$ cat config.mk
export PLATFORM = sky130hd
export DESIGN_NAME = q_8_34a_ctrl
export DESIGN_NICKNAME = d
export VERILOG_FILES = /design/src/rtl/q_8_34a_pkg.sv /design/src/rtl/q_8_34a_wdog.sv /design/src/rtl/q_8_34a_ctrl.sv
export SDC_FILE = /design/constraint.sdc
export NUM_CORES = 1
export LEC_CHECK = 0
export CAP_MARGIN = 20
export CORE_AREA = 2 2 39 41
export CTS_CLUSTER_SIZE = 20
export DETAILED_ROUTE_END_ITERATION = 8
export DIE_AREA = 0 0 41 43
export PLACE_DENSITY_LB_ADDON = 0.2
export SYNTH_ARGS = -nofsm -noshare
export SYNTH_HDL_FRONTEND = slang
export SYNTH_SLANG_ARGS = --single-unit
$ cat constraint.sdc
create_clock -name clk -period 1.6 [get_ports clk]
set_input_delay 0.24 -clock clk [delete_from_list [all_inputs] [get_ports clk]]
set_output_delay 0.24 -clock clk [all_outputs]
set_load 0.005 [all_outputs]
$ cat src/rtl/q_8_34a_pkg.sv
// q_8_34a_pkg: shared sizes and controller state encoding for the ones-count block.
// data_size: width of the word being counted; r2_size: width of the count register.
package q_8_34a_pkg;
  localparam int data_size = 8;
  localparam int r2_size = $clog2(data_size + 1);
  typedef enum logic [2:0] {S_IDLE, S_INCR, S_TEST, S_CHK, S_DONE} ctrl_state_t;
endpackage

$ cat src/rtl/q_8_34a_wdog.sv
// q_8_34a_wdog: busy-cycle watchdog for the ones-count controller.
// Ports: clk, rst (sync, active-high), busy (controller not idle),
//        timeout (high in the LIMIT-th consecutive busy cycle).
module q_8_34a_wdog #(
  parameter int LIMIT = 40
) (
  input  logic clk,
  input  logic rst,
  input  logic busy,
  output logic timeout
);
  localparam int w = $clog2(LIMIT + 1);
  logic [w-1:0] cnt;
  always_ff @(posedge clk) cnt <= (rst || !busy || timeout) ? '0 : cnt + 1'b1;
  assign timeout = busy && cnt == w'(LIMIT - 1);
endmodule

$ cat src/rtl/q_8_34a_ctrl.sv
// q_8_34a_ctrl: control FSM sequencing the ones-count datapath.
// Ports: clk, rst (sync, active-high), start, abort, zero (r1 == 0), E (shifted-out bit),
//        load_regs/incr_r2/shift (datapath commands), ready, busy, done (pulse), err (timeout pulse).
// Macro Q_8_34A_CTRL_TIMEOUT_EN adds the busy-cycle watchdog; otherwise err is tied low.
module q_8_34a_ctrl
  import q_8_34a_pkg::*;
#(
  parameter int TIMEOUT_CYCLES = 4 * data_size + 8
) (
  input  logic clk,
  input  logic rst,
  input  logic start,
  input  logic abort,
  input  logic zero,
  input  logic E,
  output logic load_regs,
  output logic incr_r2,
  output logic shift,
  output logic ready,
  output logic busy,
  output logic done,
  output logic err
);
  ctrl_state_t state, state_n;
  logic idle, kill, timeout;
  assign idle = state == S_IDLE;
`ifdef Q_8_34A_CTRL_TIMEOUT_EN
  q_8_34a_wdog #(.LIMIT(TIMEOUT_CYCLES)) u_wdog (
    .clk(clk),
    .rst(rst),
    .busy(!idle),
    .timeout(timeout)
  );
  assign err = timeout && !rst;
`else
  assign timeout = 1'b0;
  assign err = 1'b0;
`endif
  // abort/timeout only cancel a run; in idle, start wins over abort
  assign kill = rst || (!idle && (abort || timeout));
  assign busy = !rst && !idle;
  assign ready = !busy;
  always_ff @(posedge clk) state <= rst ? S_IDLE : state_n;
  always_comb begin
    state_n = state;
    load_regs = 1'b0;
    incr_r2 = 1'b0;
    shift = 1'b0;
    done = 1'b0;
    case (state)
      S_IDLE: begin
        load_regs = start;
        state_n = start ? S_INCR : S_IDLE;
      end
      S_INCR: begin
        incr_r2 = 1'b1;
        state_n = S_TEST;
      end
      S_TEST: begin
        shift = !zero;
        state_n = zero ? S_DONE : S_CHK;
      end
      S_CHK: state_n = E ? S_INCR : S_TEST;
      S_DONE: begin
        done = 1'b1;
        state_n = S_IDLE;
      end
      default: state_n = S_IDLE;
    endcase
    if (kill) begin
      state_n = S_IDLE;
      load_regs = 1'b0;
      incr_r2 = 1'b0;
      shift = 1'b0;
      done = 1'b0;
    end
  end
endmodule

[Yosys cells after proc, flatten, opt, wreduce, memory -nomap -nowiden]
Index checks and enable logic that the tools add are counted.
Word-level totals
  word-level logic and storage cells: 26
  output and inout bits: 7
  flip-flop bits (word level): 3
  bits of input ports: 6
Cells by class
  mux-type cells: 12
  equal/unequal tests: 4
  reductions and logical operators: 9
Operators by type and width (number)
  case mux 3 bit (4 select lines): 1
  2-to-1 mux 1 bit: 9
  equality test 3 x 2 -> 1 bit, second input constant: 2
  zero test 1 bit: 4
  equality test 3 x 1 -> 1 bit, second input constant: 1
  equality test 3 bit, second input constant: 1
  zero test 3 bit: 1
  2-to-1 mux 3 bit: 1
  logical AND 1 bit: 2
  2-to-1 mux 2 bit: 1
  OR reduction 2 bit: 1
  logical OR 1 bit: 1

[Longest topological paths before layout]
  depth after elaboration: 5
  depth in mapped cells: 4
  mapped depth without buffers: 3

[Worst setup path before layout]
No wires, ideal clock.
  path type: register to output
  from: register state[0]
  to: output port shift
  data required time: 1360 ps
  arrival time: 832 ps
  path slack: 528 ps
  buffers on the path: 1
  stages on the path, launching flop included: 5
  cell sequence: dfxtp_1 buf_6 nor4_4 nand2_1 nor2_1
On the way
  longest elaborated chain between the ends: 5
  elaborated cells on any way between the ends: 7
  those cells by class: eq/ne: 1; mux: 2; reduce/logical: 4
RTL lines
  start, declared: RTL line q_8_34a_ctrl.sv:24  | ctrl_state_t state, state_n;
  start signal, assigned: RTL line q_8_34a_ctrl.sv:43  | always_ff @(posedge clk) state <= rst ? S_IDLE : state_n;
  zero test 3 bit: RTL line q_8_34a_ctrl.sv:26  | assign idle = state == S_IDLE;
  zero test 1 bit: RTL line q_8_34a_ctrl.sv:40  | assign kill = rst || (!idle && (abort || timeout));
  logical AND 1 bit: RTL line q_8_34a_ctrl.sv:40
  logical OR 1 bit: RTL line q_8_34a_ctrl.sv:40
  2-to-1 mux 1 bit *: RTL line q_8_34a_ctrl.sv:70  | if (kill) begin
  end, declared: RTL line q_8_34a_ctrl.sv:18  | output logic shift,
Every way passes the cells marked *; elsewhere a longest branch is shown, timed or not.

[Final worst setup path]
  from: input port start
  to: output port load_regs
On the way
  longest elaborated chain between the ends: 2
RTL lines
  start, declared: RTL line q_8_34a_ctrl.sv:12  | input logic start,
  2-to-1 mux 1 bit: RTL line q_8_34a_ctrl.sv:50  | case (state)
  2-to-1 mux 1 bit: RTL line q_8_34a_ctrl.sv:70
  end, declared: RTL line q_8_34a_ctrl.sv:16  | output logic load_regs,
No other way between the ends.

==> out/metrics.yaml <==
status: "complete, no violations"
initial_core_util: 0.178
synth_xor_area_frac: 0
power.internal_mw: 0.243
ys_ff_latch: 3
synthMuxAreaShare: 0.0406
utilization: 0.308
required_ns: 1.36
synth.avg_cell_area_um2: 8.80
grt-ovfl-total: 0
largest_reg_flops: 3
final_cell_area_um2: 427
synth_top_family_by_area: "simple AND/OR/NAND/NOR gates"
fin_crit_sh: 0.970
die_h_um: 43
synth-seq-area-share: 0.244
cts-htree-levels: 1
p_total_mw: 0.346
path_class: "input port to output port"
hold_ws_ns: 0.558
setup_viol: 0
cts-root-buf: "clkbuf_4"
drt-total-wl_um: 637
p_leak_nw: 0.192
antenna_cells: 0
use_met3: 0.0524
antenna_found_initial: 0
drtPass1Iterations: 3
seqPwrFrac: 0.300
portBuffers: 11
min_period_ns: 1.55
cts_buffers: 3
die-area_mm2: 0.00176
clockBufferDepth: 2
core_area_mm2: 0.00138
yosysTopAreaCell: "dfxtp_1"
power_frac_comb: 0.307
hold_class: "input port to flop"
ir_worst_vdd_v: 0.000265
syn_inst: 28
final_cells: 60
std_cell_rows: 14
hpwlAfterDp_um: 386
top_register: "state"
syn-num-nets: 34
placed_area_um2: 369
synth_cell_types: 21
syn-cell-area_um2: 246
start_kind: "input port"
drtIter0Drc: 6
grt_use_total: 0.0853
vias: 239
p_sw_frac: 0.298
clock_latency_ns: 0.23
switchingPower_mw: 0.103
hold_viol_final: 0
power_density_mw_per_mm2: 810
ys_top_cells_by_area: "dfxtp_1, buf_6, nor4_4"
nNetsFinal: 51
grtUsageMet1: 0.0962
reg_top3: "state: 3 flops"
cp_max_fo: 2
gp_congestion: 0.667
ys_warn_count: 0
dp_slack_ns: -0.308
cts_tree: "yes"
setup_tns_ns: 0
grt_pass1_vias: 224
clockPowerShare: 0.393
slew_violations: 0
setup_ws_ns: 0.0485
detail-route-antenna-nets: 0
grt_max_degree: 9
synthSimpleGateAreaFrac: 0.492
synth-compound-area-share: 0.0711
fill_cells: 161
critPathCaptureType: "output port"
path_clk_slew_ns: 0.04
finalClockSkew_ns: 0.000680
pin_count: 13
cp_data_arrival_time_ns: 1.31
vias_per_cell: 3.98
area_delta_synth_final_pct: 73.1
drive_gt1_frac: 0.386
die_w_um: 41
numClockSinks: 3
drc: 0
grt_util_met2: 0.122
rsz0062_at_grt: "false"
top_usage_layer: "met2"
drv_cap: 0
yosys.area_share.adder: 0
place_inst: 55
wl_per_cell_um: 10.6
netlist.area_leader.share: 0.244
grt_pass1_wl_um: 966
fmax_ghz: 0.645
final cells by class:
cell class              instances  area (um^2)  share of cell area
flip-flops and latches          3         71.3               0.167
inverters                       1         3.75             0.00880
well taps                      16         20.0              0.0469
clock buffers                   4         26.3              0.0616
multi-input cells              21          174               0.408
repair buffers                 15          131               0.308
layer usage:
metal  part of all wire  up-vias
li1                   -      127
met1               0.44      102
met2               0.49       10
met3              0.071        0
met4                  0        0
met5                  0        -
Yosys cell counts:
| cell type | count |
|---|---|
| conb_1 | 1 |
| o21ai_1 | 1 |
| inv_1 | 1 |
| nand2_1 | 3 |
| nor2b_2 | 1 |
| and2b_1 | 1 |
| nor4_1 | 1 |
| a211oi_2 | 1 |
| nor2_1 | 3 |
| nor3_1 | 1 |
| nor3b_2 | 1 |
| nor4b_1 | 1 |
| buf_6 | 2 |
| and2_1 | 1 |
| mux2i_1 | 1 |
| dfxtp_1 | 3 |
| buf_4 | 1 |
| or2_1 | 1 |
| nor3_2 | 1 |
| and3_1 | 1 |
| nor4_4 | 1 |
critical path, stage by stage:
cell,delay (ns)
clkdlybuf4s50_1,0.45
nor2b_2,0.16
nor4b_4,0.22
clkdlybuf4s15_1,0.24
power groups by stage:
stage | Sequential, mW | Combinational [mW] | Clock [mW]
final | 0.104 | 0.106 | 0.136
after global routing | 0.105 | 0.115 | 0.145
after CTS | 0.101 | 0.103 | 0.142
after detailed placement | 0.103 | 0.0992 | 0
after global placement | 0.103 | 0.0979 | 0
after floorplan | 0.0868 | 0.0742 | 0
cell usage in the layout (no fill, tap or decap):
cell / netlist / routed
dlygate4sd2_1: 0 / 7
buf_4: 1 / 4
nand2_1: 3 / 3
nor2_1: 3 / 3
clkbuf_4: 0 / 3
clkdlybuf4s50_1: 0 / 3
dfxtp_4: 0 / 3
nor3_1: 1 / 1
or2_1: 1 / 1
inv_1: 1 / 1
nor4_2: 0 / 1
and2_1: 1 / 1
nor4_4: 1 / 1
o21ai_1: 1 / 1
nor3b_2: 1 / 1
nor2b_2: 1 / 1
nor4b_4: 0 / 1
and2b_1: 1 / 1
nor3_2: 1 / 1
a211oi_2: 1 / 1
mux2i_1: 1 / 1
and3_1: 1 / 1
conb_1: 1 / 1
clkbuf_1: 0 / 1
clkdlybuf4s15_1: 0 / 1
final timing paths:
path                  from         to  slack [ns]  cells after the start
setup / recovery     start  load_regs        0.05                      4
hold / removal       abort   state[2]        0.56                      3
setup reg to reg  state[0]   state[0]        0.66                      4
hold reg to reg   state[1]   state[2]        0.57                      1
what timing repair did:
action,in CTS,in global routing
setup buffers,1,0
setup endpoints to repair,6,1
pin swaps,1,0
hold buffers,0,0
endpoints found under the hold margin,0,0
resized for setup,16,2
logic make-up (layout without fill, tap and decap cells):
family | Yosys count | count (layout)
AND/OR/NAND/NOR | 17 | 17
buffers and inverters | 4 | 20
flip-flops | 3 | 3
AO/OA/AOI/OAI | 2 | 2
other | 1 | 1
multiplexers | 1 | 1
Note: power is estimated with default switching activity, not from simulation.
==> RTL change 1: new RTL, same settings <==
The option `Q_8_34A_CTRL_TIMEOUT_EN` is turned on by a define.
--- a/src/rtl/q_8_34a_ctrl.sv
+++ b/src/rtl/q_8_34a_ctrl.sv
@@ -2,6 +2,8 @@
 // Ports: clk, rst (sync, active-high), start, abort, zero (r1 == 0), E (shifted-out bit),
 //        load_regs/incr_r2/shift (datapath commands), ready, busy, done (pulse), err (timeout pulse).
 // Macro Q_8_34A_CTRL_TIMEOUT_EN adds the busy-cycle watchdog; otherwise err is tied low.
+`define Q_8_34A_CTRL_TIMEOUT_EN
+
 module q_8_34a_ctrl
   import q_8_34a_pkg::*;
 #(
Behaviour: no difference found for any inputs over 10 cycles, from zero or initial values; that may be too few to reach the edited logic, so the function may still have changed.
==> RTL change 1 against the unedited design <==
The flow now finishes with violations (negative setup slack); worst setup slack got worse by 0.16 ns; fmax fell by 9.4%; sequential share of layout area rose by 5.2 points; wire length rose by 110%; power rose by 45%; sequential cell count rose by 6; cell count rose by 85%; sequential power rose by 120%; cell area rose by 100%; register-to-register slack got worse by 0.53 ns; area after synthesis rose by 96%; critical endpoint is now incr_r2.
==> RTL change 1: results (changes against the unedited design) <==
| Metric | Value |
|---|---|
| Outcome | `finished with violations` |
| Failing checks | `negative setup slack` |
| Routability cong. | `0.7268 (+9.0%)` |
| First-pass GRT wire length | `1952 um (+100%)` |
| Pre-CTS setup slack | `-0.4528 ns (-0.1446 ns)` |
| Delay of the slowest critical-path stage | `0.35 ns (-0.10 ns)` |
| Final WL | `1308 um (+110%)` |
| Synth cell count leaders | `dfxtp_1 (9), nor2_1 (5), nor3_1 (5)` |
| Final Util | `0.6230 (+0.3146)` |
| Share of layout cells above drive strength 1 | `0.5368 (+0.1505)` |
| Detailed Route Iter0 Violations | `7 (+1)` |
| Reg2Reg Depth | `7 (+3)` |
| Clk_skew | `0.006405 ns (+0.005725 ns)` |
| Flop2flop setup slack | `0.13 ns (-0.53 ns)` |
| RR Startpoint | `u_wdog.cnt[0]$_SDFF_PP0_` |
| GRT Util Overall | `0.1635 (+0.07822)` |
| Vias | `525 (+120%)` |
| DP HPWL | `836 um (+120%)` |
| Final nets | `103 (+100%)` |
| Max FFs per register | `6 (+3)` |
| Vias in the first global route | `504 (+130%)` |
| Pwr Density | `582.3 nW/um^2 (-28%)` |
| Area contributors post-synth | `dfxtp_1 (37%), nor3_1 (5.2%), nor3b_1 (4.7%)` |
| Biggest regs | `u_wdog.cnt: 6 flops, state: 3 flops` |
| Synth cell types | `29 (+38%)` |
| Clock transition at path regs | `0.07 ns (+0.03 ns)` |
| Setup tns final | `-0.3178 ns (-0.3178 ns)` |
| Final setup margin | `-0.1120 ns (-0.1604 ns)` |
| Number of setup violations in the final report | `3 (+3)` |
| PortBufs | `12 (+1)` |
## RTL change 1: cell count changes in the layout (fill, tap and decap cells not counted), sizes merged, moves of 4 or more
cell,change
dfxtp,+6
buf,+26
nor3,+4
dlygate4sd2,-5
## RTL change 1: logic make-up (layout without fill, tap and decap cells)
| group | Yosys count | count (layout) | share of synthesized area |
|---|---|---|---|
| mux | 1 | 1 | 0.02073 |
| xor+xnor | 3 | 3 | 0.05441 |
| fa+ha+maj | 1 | 1 | 0.02590 |
| simple gates | 29 | 29 | 0.3549 |
| compound gates | 7 | 7 | 0.1062 |
| buf+inv | 7 | 45 | 0.06475 |
| flops | 9 | 9 | 0.3731 |
## RTL change 1: tightest hold or removal path, delay by kind of cell
family | cells | cell delay, ns
AO/OA/AOI/OAI | 1 | 0.07
buffers and inverters | 1 | 0.30
AND/OR/NAND/NOR | 1 | 0.14
## RTL change 1: through the flow
stage	cells	total power (W)
2_1_floorplan	57	0.0002633
3_3_place_gp	100	0.0003107
3_5_place_dp	100	0.0003105
4_1_cts	109	0.0005066
5_1_grt	111	0.0005256
6_report	111	0.0005020
## RTL change 1: cell type report
class,count,area [um^2]
sequential,9,188.9
tap,16,20.02
inverter,3,11.26
timing repair buffer,38,297.8
clock inverter,1,5.005
fill,124,521.8
multi-input combinational,41,316.6
clock buffer,3,22.52
## RTL change 1: timing repair
item / 4_1_cts / 5_1_grt
resized for setup: 34 / 10
pin swaps: 6 / 2
buffers inserted: 5 / 2
hold buffers: 0 / 0
endpoints found under the setup margin: 7 / 8
## RTL change 1: per-layer routing
layer	vias to the layer above	share of wire	wire, um	track usage
met2	5	0.48	625	0.2406
met5	-	0	0	0
met3	2	0.020	26	0.01571
li1	277	-	-	-
met4	0	0.021	27	0.1000
met1	241	0.48	628	0.2190
## RTL change 1: how the worst max path moves through the flow
| stage | cells after the start | to | from | slack, ns |
|---|---|---|---|---|
| 2_1_floorplan | 4 | incr_r2 | u_wdog.cnt[0]$_SDFF_PP0_ | 0.25 |
| 3_3_place_gp | 4 | done | rst | -0.44 |
| 3_5_place_dp | 4 | done | rst | -0.45 |
| 4_1_cts | 6 | incr_r2 | u_wdog.cnt[0]$_SDFF_PP0_ | -0.11 |
| 5_1_grt | 6 | incr_r2 | u_wdog.cnt[0]$_SDFF_PP0_ | -0.22 |
| 6_report | 6 | incr_r2 | u_wdog.cnt[1]$_SDFF_PP0_ | -0.11 |
## RTL change 1: report_power, final
part / internal [W] / total (W) / leakage (nW) / switching, W
Clock: 0.0000925 / 0.000181 / 0.0177 / 0.0000888
Combinational: 0.0000536 / 0.0000877 / 0.285 / 0.0000340
Sequential: 0.000228 / 0.000233 / 0.0754 / 0.00000465
Total: 0.000375 / 0.000502 / 0.378 / 0.000128
==> RTL change 2: new RTL, same settings <==
Made on the original files. Encoding of `ctrl_state_t`: now Gray code (3 bits for 5 states).
--- a/src/rtl/q_8_34a_pkg.sv
+++ b/src/rtl/q_8_34a_pkg.sv
@@ -3,6 +3,6 @@
 package q_8_34a_pkg;
   localparam int data_size = 8;
   localparam int r2_size = $clog2(data_size + 1);
-  typedef enum logic [2:0] {S_IDLE, S_INCR, S_TEST, S_CHK, S_DONE} ctrl_state_t;
+  typedef enum logic [2:0] {S_IDLE = 3'b000, S_INCR = 3'b001, S_TEST = 3'b011, S_CHK = 3'b010, S_DONE = 3'b110} ctrl_state_t;
 endpackage
 
Check against the original RTL: no difference found for any inputs over 10 cycles, from zero or initial values; not proved beyond that.
==> RTL change 2 against the unedited design <==
Utilization is 4.2 points lower; synthesized cell count decreased by 18%; hold slack lost 0.094 ns; power is 20% lower; worst setup slack better by 0.022 ns; area after synthesis shrank 23%; sequential cell count is the same; clock power is 3% lower; cell area fell by 14%; wire length is 22% lower.
==> RTL change 2: results (changes against the unedited design) <==
| Metric | Value |
|---|---|
| Critical path's slowest cell | `or3b_4` |
| Delay of the slowest critical-path stage | `0.40 ns (-0.05 ns)` |
| Wire length on met2 | `280 um (-9.7%)` |
| Design Area, Final | `367.9 um^2 (-14%)` |
| Largest net degree at the start of global routing | `7 (-2)` |
| Final nets | `48 (-5.9%)` |
| Synth Area in XOR/XNOR | `0.04605 (+0.04605)` |
| DP HPWL | `385.2 um (-0.10%)` |
| WP data arrival | `1.29 ns (-0.02 ns)` |
| Multiplexer area fraction after synthesis | `0 (-0.04061)` |
| Routability cong. | `0.6230 (-6.6%)` |
| Detailed Route Iter0 Violations | `0 (-6)` |
| GRT Util Overall | `0.06820 (-0.01705)` |
| Clk_skew | `0.001120 ns (+0.0004399 ns)` |
| Reg2Reg Depth | `2 (-2)` |
| Area contributors post-synth | `dfxtp_1 (32%), nor3_1 (11%), nor3b_2 (6.6%)` |
| First-pass GRT wire length | `779 um (-19%)` |
| Syn_nets | `29 (-15%)` |
| Synth Area in Compound Gates | `0.07237 (+0.001302)` |
| Wirelength per Cell | `8.702 um (-18%)` |
| Synth cell count leaders | `nor3_1 (4), dfxtp_1 (3), inv_1 (2)` |
| Sequential fraction of the synthesis area | `0.3158 (+0.07213)` |
| Share of layout cells above drive strength 1 | `0.4390 (+0.05266)` |
| CP max FO | `4 (+2)` |
| M1 wire length | `167 um (-40%)` |
| Pre-CTS setup slack | `-0.4423 ns (-0.1341 ns)` |
| Synth cell types | `17 (-19%)` |
| Outcome | `finished, final reports clean` |
| DR pass1 iterations | `1 (-2)` |
| Fillers | `162 (+0.62%)` |
[RTL change 2: area by class of cell]
cell class,count,share of cell area
multi-input cells,17,0.3639
inverters,2,0.02041
repair buffers,15,0.3231
clock buffers,4,0.07143
flip-flops and latches,3,0.1667
well taps,16,0.05442
[RTL change 2: final timing paths]
kind | slack (ns) | startpoint | endpoint
setup / recovery | 0.07 | state[1]$_SDFF_PP0_ | done
hold / removal | 0.46 | abort | state[2]$_SDFF_PP0_
hold reg to reg | 0.57 | state[2]$_SDFF_PP0_ | state[0]$_SDFF_PP0_
setup reg to reg | 0.58 | state[1]$_SDFF_PP0_ | state[0]$_SDFF_PP0_
[RTL change 2: per-layer routing]
layer	up-vias	GRT usage
met5	-	0
met4	0	0.06000
met3	0	0.03141
met2	8	0.1063
met1	98	0.06090
li1	114	-
[RTL change 2: where the power goes]
part	leakage, nW	switching [W]	internal, W
clock	0.0150	0.0000382	0.0000934
combinational	0.115	0.0000262	0.0000380
sequential	0.0250	0.00000271	0.0000796
[RTL change 2: cells by family after synthesis]
| kind of cell | after synthesis |
|---|---|
| and+or+nand+nor | 13 |
| xor gates and xnor gates | 1 |
| AOI/OAI and AO/OA | 2 |
| DFF | 3 |
| other | 1 |
| buffers and inverters | 3 |
[RTL change 2: worst max-delay path, delay by kind of cell, from the launching register on]
family,cells,cell delay [ns]
buffers and inverters,1,0.13
DFF,1,0.35
and+or+nand+nor,2,0.58
[RTL change 2: metrics by stage]
stage | TNS, ns | cells
3_5_place_dp | -1.789 | 53
4_1_cts | 0 | 57
2_1_floorplan | 0 | 23
3_3_place_gp | -1.642 | 53
5_1_grt | 0 | 57
6_report | 0 | 57
[RTL change 2: repair_timing]
item                                    CTS  global route
endpoints found under the setup margin    6             3
pin swaps                                 2             0
resized for setup                        20             2
hold endpoints to repair                  0             0
setup buffers                             0             0
